`src/rtl/mac_tile_mc.sv`:
```
// Multi-channel systolic MAC tile: one west-to-east activation shared by CH weight/psum lanes.
// Supports weight-stationary and output-stationary operation, including the OS drain chain.
module mac_tile_mc #(
  parameter int bw      = 4,
  parameter int psum_bw = 16,
  parameter int CH      = 2,
  parameter int SAT     = 1
) (
  input  logic                  clk,
  input  logic                  reset,
  input  logic [bw-1:0]         in_w,
  output logic [bw-1:0]         out_e,
  input  logic [1:0]            inst_w,
  output logic [1:0]            inst_e,
  input  logic [CH*psum_bw-1:0] in_n,
  output logic [CH*psum_bw-1:0] out_s,
  input  logic                  mode_select,
  input  logic                  output_en,
  input  logic                  rearm,
  output logic                  load_done
);

  localparam int CW = (CH > 1) ? $clog2(CH) : 1;
  localparam logic [0:0] LOAD  = 1'b0;
  localparam logic [0:0] READY = 1'b1;

  logic signed [bw-1:0] a_q;
  logic [1:0]           inst_q;
  logic [CW-1:0]        cnt;
  logic [0:0]           state;

  // Qualified control strobes; rearm pre-empts every other action.
  logic ws_active;
  logic load_beat;
  logic os_clear;
  logic os_drain;
  logic os_acc;

  always_comb begin
    ws_active = !rearm && !mode_select && (inst_w != 2'b00);
    load_beat = ws_active && inst_w[0] && (state == LOAD);
    os_clear  = rearm && mode_select;
    os_drain  = !rearm && mode_select && output_en;
    os_acc    = !rearm && mode_select && !output_en && inst_w[1];
  end

  assign out_e     = a_q;
  assign inst_e    = inst_q;
  assign load_done = (state == READY);

  always_ff @(posedge clk or negedge reset) begin
    if (!reset) begin
      a_q    <= '0;
      inst_q <= 2'b00;
      cnt    <= '0;
      state  <= LOAD;
    end else begin
      inst_q[1] <= inst_w[1];
      inst_q[0] <= (!rearm && (state == READY)) ? inst_w[0] : 1'b0;

      if (rearm) begin
        cnt   <= '0;
        state <= LOAD;
        if (mode_select) begin
          a_q <= '0;
        end
      end else if (os_drain) begin
        a_q <= '0;
      end else if (os_acc || ws_active) begin
        a_q <= in_w;
      end

      if (load_beat) begin
        cnt <= cnt + 1'b1;
        if (cnt == CW'(CH - 1)) begin
          state <= READY;
        end
      end
    end
  end

  genvar gi;
  generate
    for (gi = 0; gi < CH; gi++) begin : g_lane
      logic signed [bw-1:0]        b_q;
      logic signed [psum_bw-1:0]   c_q;
      logic signed [2*bw-1:0]      prod;
      logic signed [psum_bw:0]     sum;
      logic        [psum_bw-1:0]   m_k;
      logic        [psum_bw-1:0]   n_k;

      assign n_k  = in_n[gi*psum_bw +: psum_bw];
      assign prod = a_q * b_q;
      // One guard bit makes the overflow test a simple sign-bit comparison.
      assign sum  = $signed({c_q[psum_bw-1], c_q})
                  + $signed({{(psum_bw + 1 - 2*bw){prod[2*bw-1]}}, prod});

      if (SAT != 0) begin : g_sat
        always_comb begin
          m_k = sum[psum_bw-1:0];
          if (sum[psum_bw] != sum[psum_bw-1]) begin
            m_k = sum[psum_bw] ? {1'b1, {(psum_bw-1){1'b0}}}
                               : {1'b0, {(psum_bw-1){1'b1}}};
          end
        end
      end else begin : g_wrap
        assign m_k = sum[psum_bw-1:0];
      end

      // In OS accumulate the stationary weight is forwarded south instead of the sum.
      assign out_s[gi*psum_bw +: psum_bw] =
        (mode_select && !output_en) ? {{(psum_bw-bw){b_q[bw-1]}}, b_q} : m_k;

      always_ff @(posedge clk or negedge reset) begin
        if (!reset) begin
          b_q <= '0;
          c_q <= '0;
        end else if (os_clear) begin
          b_q <= '0;
          c_q <= '0;
        end else if (rearm) begin
          b_q <= b_q;
          c_q <= c_q;
        end else if (os_drain) begin
          b_q <= '0;
          c_q <= n_k;
        end else if (os_acc) begin
          b_q <= n_k[bw-1:0];
          c_q <= m_k;
        end else if (ws_active) begin
          if (inst_w[1]) begin
            c_q <= n_k;
          end
          if (load_beat && (cnt == CW'(gi))) begin
            b_q <= in_w;
          end
        end
      end
    end
  endgenerate

endmodule

```
`config.mk`:
```
export PLATFORM = sky130hd
export DESIGN_NAME = mac_tile_mc
export DESIGN_NICKNAME = d
export VERILOG_FILES = /design/src/rtl/mac_tile_mc.sv
export SDC_FILE = /design/constraint.sdc
export NUM_CORES = 1
export LEC_CHECK = 0
export BUFFER_PORTS_ARGS = -buffer_cell sky130_fd_sc_hd__buf_2
export CORE_MARGIN = 2
export CORE_UTILIZATION = 56
export CTS_BUF_LIST = sky130_fd_sc_hd__clkbuf_16
export CTS_CLUSTER_SIZE = 20
export DETAILED_ROUTE_END_ITERATION = 16
export HOLD_SLACK_MARGIN = 0.08
export PLACE_DENSITY = 0.77
export SLEW_MARGIN = 40
export SYNTH_ARGS = -nofsm -noshare
export SYNTH_HDL_FRONTEND = slang
export SYNTH_SLANG_ARGS = --single-unit
```
`constraint.sdc`:
```
create_clock -name clk -period 5.35 [get_ports clk]
set_input_delay 0.2675 -clock clk [delete_from_list [all_inputs] [get_ports clk]]
set_output_delay 0.2675 -clock clk [all_outputs]
set_load 0.01 [all_outputs]
```
==> results by group <==
Routing
  – Number of DRC violations after detailed-routing iteration 0: 598
  – Count of TritonRoute iterations in the first routing pass: 5
  – Vias per Instance: just under 6
  – ANT nets after route: 0
  – WL final: 19.6 mm
  – Routed wire per std cell: 17.0 um
  – Total via count after detailed routing: between 6,000 and 7,000
  – Number of remaining DRC errors: 0

Timing
  – Tcrit/Tclk final: a little over nine tenths
  – Clk_skew: between 0.004 and 0.005 ns
  – Worst-case headroom to the max-slew limit: between 50% and 60%
  – Final min period: between 5 and 6 ns
  – Slew at the pin closest to its max-slew limit: between 0.7 and 0.8 ns
  – Number of hold violations in the final report: 0
  – Setup TNS Final: 0 ns
  – Final number of max-transition violations: 0
  – Setup-violating endpoint count in the final report: 0
  – Highest Clock Rate: roughly 0.19 GHz

Synthesis
  – Count of synthesis-stage warnings from yosys: 0
  – Post-synthesis average cell area: 8.08 um2
  – Async S/R FF share, synth: 100%
  – Number of unique standard cell types used by synthesis: 74
  – Proportion of synthesized chip area in sequential cells: between 10% and 20%
  – Syn_nets: around 1,100
  – Cell count after synthesis: between 900 and 1,000
  – Number of enable-type register cells in the synthesized netlist: 0
  – Post-synthesis register bit count: 48
  – Ys flop type: sky130_fd_sc_hd__dfrtp_1
  – Area of the mapped netlist: 7360 um2

Clock tree
  – CTS sink count: between 40 and 50
  – Cell at the root of the clock tree: sky130_fd_sc_hd__clkbuf_16
  – Buffer levels on the longest clock path: 2
  – Insertion delay to the later sink of the worst-skew pair: 0.30 ns
  – CTS tree: built
  – Clock slew seen by the registers of the worst setup and hold paths: about 0.07 ns
  – Number of levels the H-tree was split into: 2
  – Number of buffers added by the clock tree synthesis step: 5

Job
  – Max cap viols: 0

Setup path
  – Critical Path End Type: output port
  – Required time at the worst-slack endpoint: slightly above 5 ns
  – WP data arrival: just under 5 ns
  – Launch point of the worst path: g_lane[0].b_q[0]
  – Beginning of the worst register-to-register path: g_lane[1].b_q[0]
  – Peak per-stage delay on the critical path: 0.55 ns
  – Series of cell instances along the critical path: and2_2 -> fa_1 -> inv_1 -> fa_1 -> fa_1 -> fa_1 -> and2b_1 -> o2111ai_1 -> a31oi_2 -> a21oi_1 -> o32a_4 -> maj3_1 -> o21ai_1 -> buf_2
  – Kind of start point of the critical path: flip-flop
  – Cell type of the slowest stage on the worst timing path: sky130_fd_sc_hd__fa_1
  – Worst path top cell family by delay: adder cells
  – Worst-path maximum fanout: 8
  – Buffers & Inverters on Critical Path: 2
  – Setup Crit Path Kind: reg2out
  – Top cell by count, worst path: sky130_fd_sc_hd__fa_1

Min path
  – Worst Hold Class: in2async

Floorplanning
  – Total I/O pin count: 82
  – Die Outline Area: roughly 14,000 um2
  – Core area: 12,700 um2
  – Initial Util: a little under 60%
  – Site Rows: a little over 40
  – DIE WIDTH: ~120 um
  – Die height: roughly 120 um

Power and ir drop
  – Worst VDD drop: 0.266 mV
  – Static Leakage: 4.05 nW
  – P per Cell Area: approximately 470 nW/um2
  – Total power consumption of the routed design: 3.85 mW

Global route
  – Pin count of the biggest net entering global routing: 49
  – Global-route wire length before repair: around 32 mm
  – Number of global-route vias before repair: between 6,000 and 7,000
  – Grt total ovfl: 0
  – GRT Overall Usage: between 20% and 30%
  – Initial antenna violation count: 0

Placement
  – Buffers on Ports: 81
  – Detailed-placement wirelength estimate: approximately 15 mm
  – Placed Instance Area: 7960 um2
  – Gp weighted congestion: about 0.94

Final layout
  – Layout fillers: about 1,100
  – Post-layout nets: between 1,000 and 1,500
  – Antenna Cells: 0
  – Post-route cell area: 8260 um2
  – Share of cells above drive strength 1: between 10% and 20%
  – Signed area change from the synthesized netlist to the final layout: 12.1%

Status
  – Run status: finished clean
## layout make-up
class / count / area [um2] / share of cell area (%)
clock buffer: 5 / 125 / 1.52
clock inverter: 3 / 37.5 / 0.455
inverter: 162 / 608 / 7.36
multi-input combinational: 652 / 5410 / 65.5
sequential: 48 / 1200 / 14.5
tap: 172 / 215 / 2.61
timing repair buffer: 109 / 658 / 7.97
## per-layer routing
metal  vias up  global-route usage [%]  routed length, um
met4         0                    9.15                545
met3        43                    3.76               1410
li1       3269                       -                  -
met5         -                       0                  0
met2       306                    45.6               9020
met1      3234                    39.5               8580
## logic make-up (layout without fill, tap and decap cells)
family | Yosys count | count (layout) | share of synthesized area, %
AND/OR/NAND/NOR | 222 | 222 | 15.6
buffers and inverters | 211 | 279 | 11.5
AO/OA/AOI/OAI | 269 | 269 | 24.4
adder cells (fa/ha/maj) | 137 | 137 | 29.3
flip-flops | 48 | 48 | 16.3
XOR/XNOR | 24 | 24 | 2.85
## cells in the mapped netlist (5+ instances only)
cell	n	area share (%)
sky130_fd_sc_hd__a2111oi_2	5	1.0
sky130_fd_sc_hd__a211oi_1	6	0.61
sky130_fd_sc_hd__a21o_1	14	1.4
sky130_fd_sc_hd__a21oi_1	78	5.3
sky130_fd_sc_hd__a22oi_1	21	2.1
sky130_fd_sc_hd__a311oi_1	5	0.59
sky130_fd_sc_hd__a31oi_1	15	1.3
sky130_fd_sc_hd__and2_1	23	2.0
sky130_fd_sc_hd__and3_1	5	0.42
sky130_fd_sc_hd__buf_2	14	0.95
sky130_fd_sc_hd__clkbuf_1	28	1.4
sky130_fd_sc_hd__dfrtp_1	48	16
sky130_fd_sc_hd__fa_1	60	16
sky130_fd_sc_hd__ha_1	72	12
sky130_fd_sc_hd__inv_1	162	8.3
sky130_fd_sc_hd__nand2_1	39	2.0
sky130_fd_sc_hd__nand2b_1	8	0.68
sky130_fd_sc_hd__nand3_1	33	2.2
sky130_fd_sc_hd__nand4_1	8	0.68
sky130_fd_sc_hd__nor2_1	52	2.7
sky130_fd_sc_hd__nor2b_1	8	0.68
sky130_fd_sc_hd__nor3_1	23	1.6
sky130_fd_sc_hd__o211ai_1	11	1.1
sky130_fd_sc_hd__o21a_1	7	0.71
sky130_fd_sc_hd__o21ai_0	30	2.0
sky130_fd_sc_hd__o21ai_1	18	1.2
sky130_fd_sc_hd__o22ai_1	7	0.59
sky130_fd_sc_hd__o31ai_1	15	1.5
sky130_fd_sc_hd__xnor2_1	15	1.8
sky130_fd_sc_hd__xor2_1	9	1.1
## worst paths after layout
| check | to | slack (ns) | cells past startpoint |
|---|---|---|---|
| worst min-delay path | g_lane[1].c_q[5] | 0.08 | 2 |
| worst max register to register | g_lane[1].c_q[11] | 0.58 | 14 |
| worst max-delay path | out_s[0] | 0.15 | 14 |
| max in group asynchronous | g_lane[0].c_q[8] | 4.79 | 2 |
| worst min register to register | g_lane[1].c_q[15] | 0.52 | 1 |
| min in group clk | inst_e[1] | 0.15 | 1 |
## metrics by stage
stage                     hold slack [ns]  util [%]  setup slack (ns)  std cells
after floorplan                   -0.0281         -             0.769        911
after global placement              0.449      62.5             0.414       1137
after detailed placement            0.438      62.5             0.315       1137
after CTS                           0.115      63.8           -0.0545       1145
after global routing                0.144      64.9           -0.0277       1151
final                              0.0840      64.9             0.154       1151
## registers in the layout, indices dropped and copies added (netlist names)
register	flops
g_lane.c_q	32
g_lane.b_q	8
out_e	4
inst_e	2
cnt	1
load_done	1
## placed cells by master (no fill, tap or decap), types with 4 or more instances in the layout
cell,count
sky130_fd_sc_hd__xor2_1,9
sky130_fd_sc_hd__and2_1,21
sky130_fd_sc_hd__inv_1,162
sky130_fd_sc_hd__ha_1,69
sky130_fd_sc_hd__o211ai_1,11
sky130_fd_sc_hd__nor2_1,48
sky130_fd_sc_hd__buf_4,25
sky130_fd_sc_hd__a31oi_1,15
sky130_fd_sc_hd__o31ai_1,15
sky130_fd_sc_hd__nand4_1,8
sky130_fd_sc_hd__a2111oi_2,5
sky130_fd_sc_hd__o21ai_0,30
sky130_fd_sc_hd__nand2b_1,8
sky130_fd_sc_hd__a22oi_1,21
sky130_fd_sc_hd__fa_1,60
sky130_fd_sc_hd__nand3b_1,4
sky130_fd_sc_hd__a311oi_1,5
sky130_fd_sc_hd__nor2b_1,7
sky130_fd_sc_hd__nand2_1,39
sky130_fd_sc_hd__and3_1,5
sky130_fd_sc_hd__buf_2,81
sky130_fd_sc_hd__a21oi_1,77
sky130_fd_sc_hd__xnor2_1,15
sky130_fd_sc_hd__nor3_1,23
sky130_fd_sc_hd__nand3_1,32
sky130_fd_sc_hd__a211oi_1,4
sky130_fd_sc_hd__o21ai_1,18
sky130_fd_sc_hd__clkbuf_16,6
sky130_fd_sc_hd__o22ai_1,7
sky130_fd_sc_hd__a21o_1,13
sky130_fd_sc_hd__dfrtp_1,48
sky130_fd_sc_hd__o21a_1,7
## power breakdown
part	internal (mW)	switching, mW	total, mW
Sequential	0.422	0.0657	0.487
Clock	0.218	0.157	0.375
Combinational	1.21	1.77	2.99
Total	1.85	1.99	3.85
## timing repair
item / CTS / global route
setup endpoints to repair: 11 / 32
gates resized for setup: 0 / 16
setup buffers: 0 / 5
cloned: 0 / 1
hold buffers: 0 / 0
pin swaps: 0 / 5
Note: power is estimated with default switching activity, not from simulation.
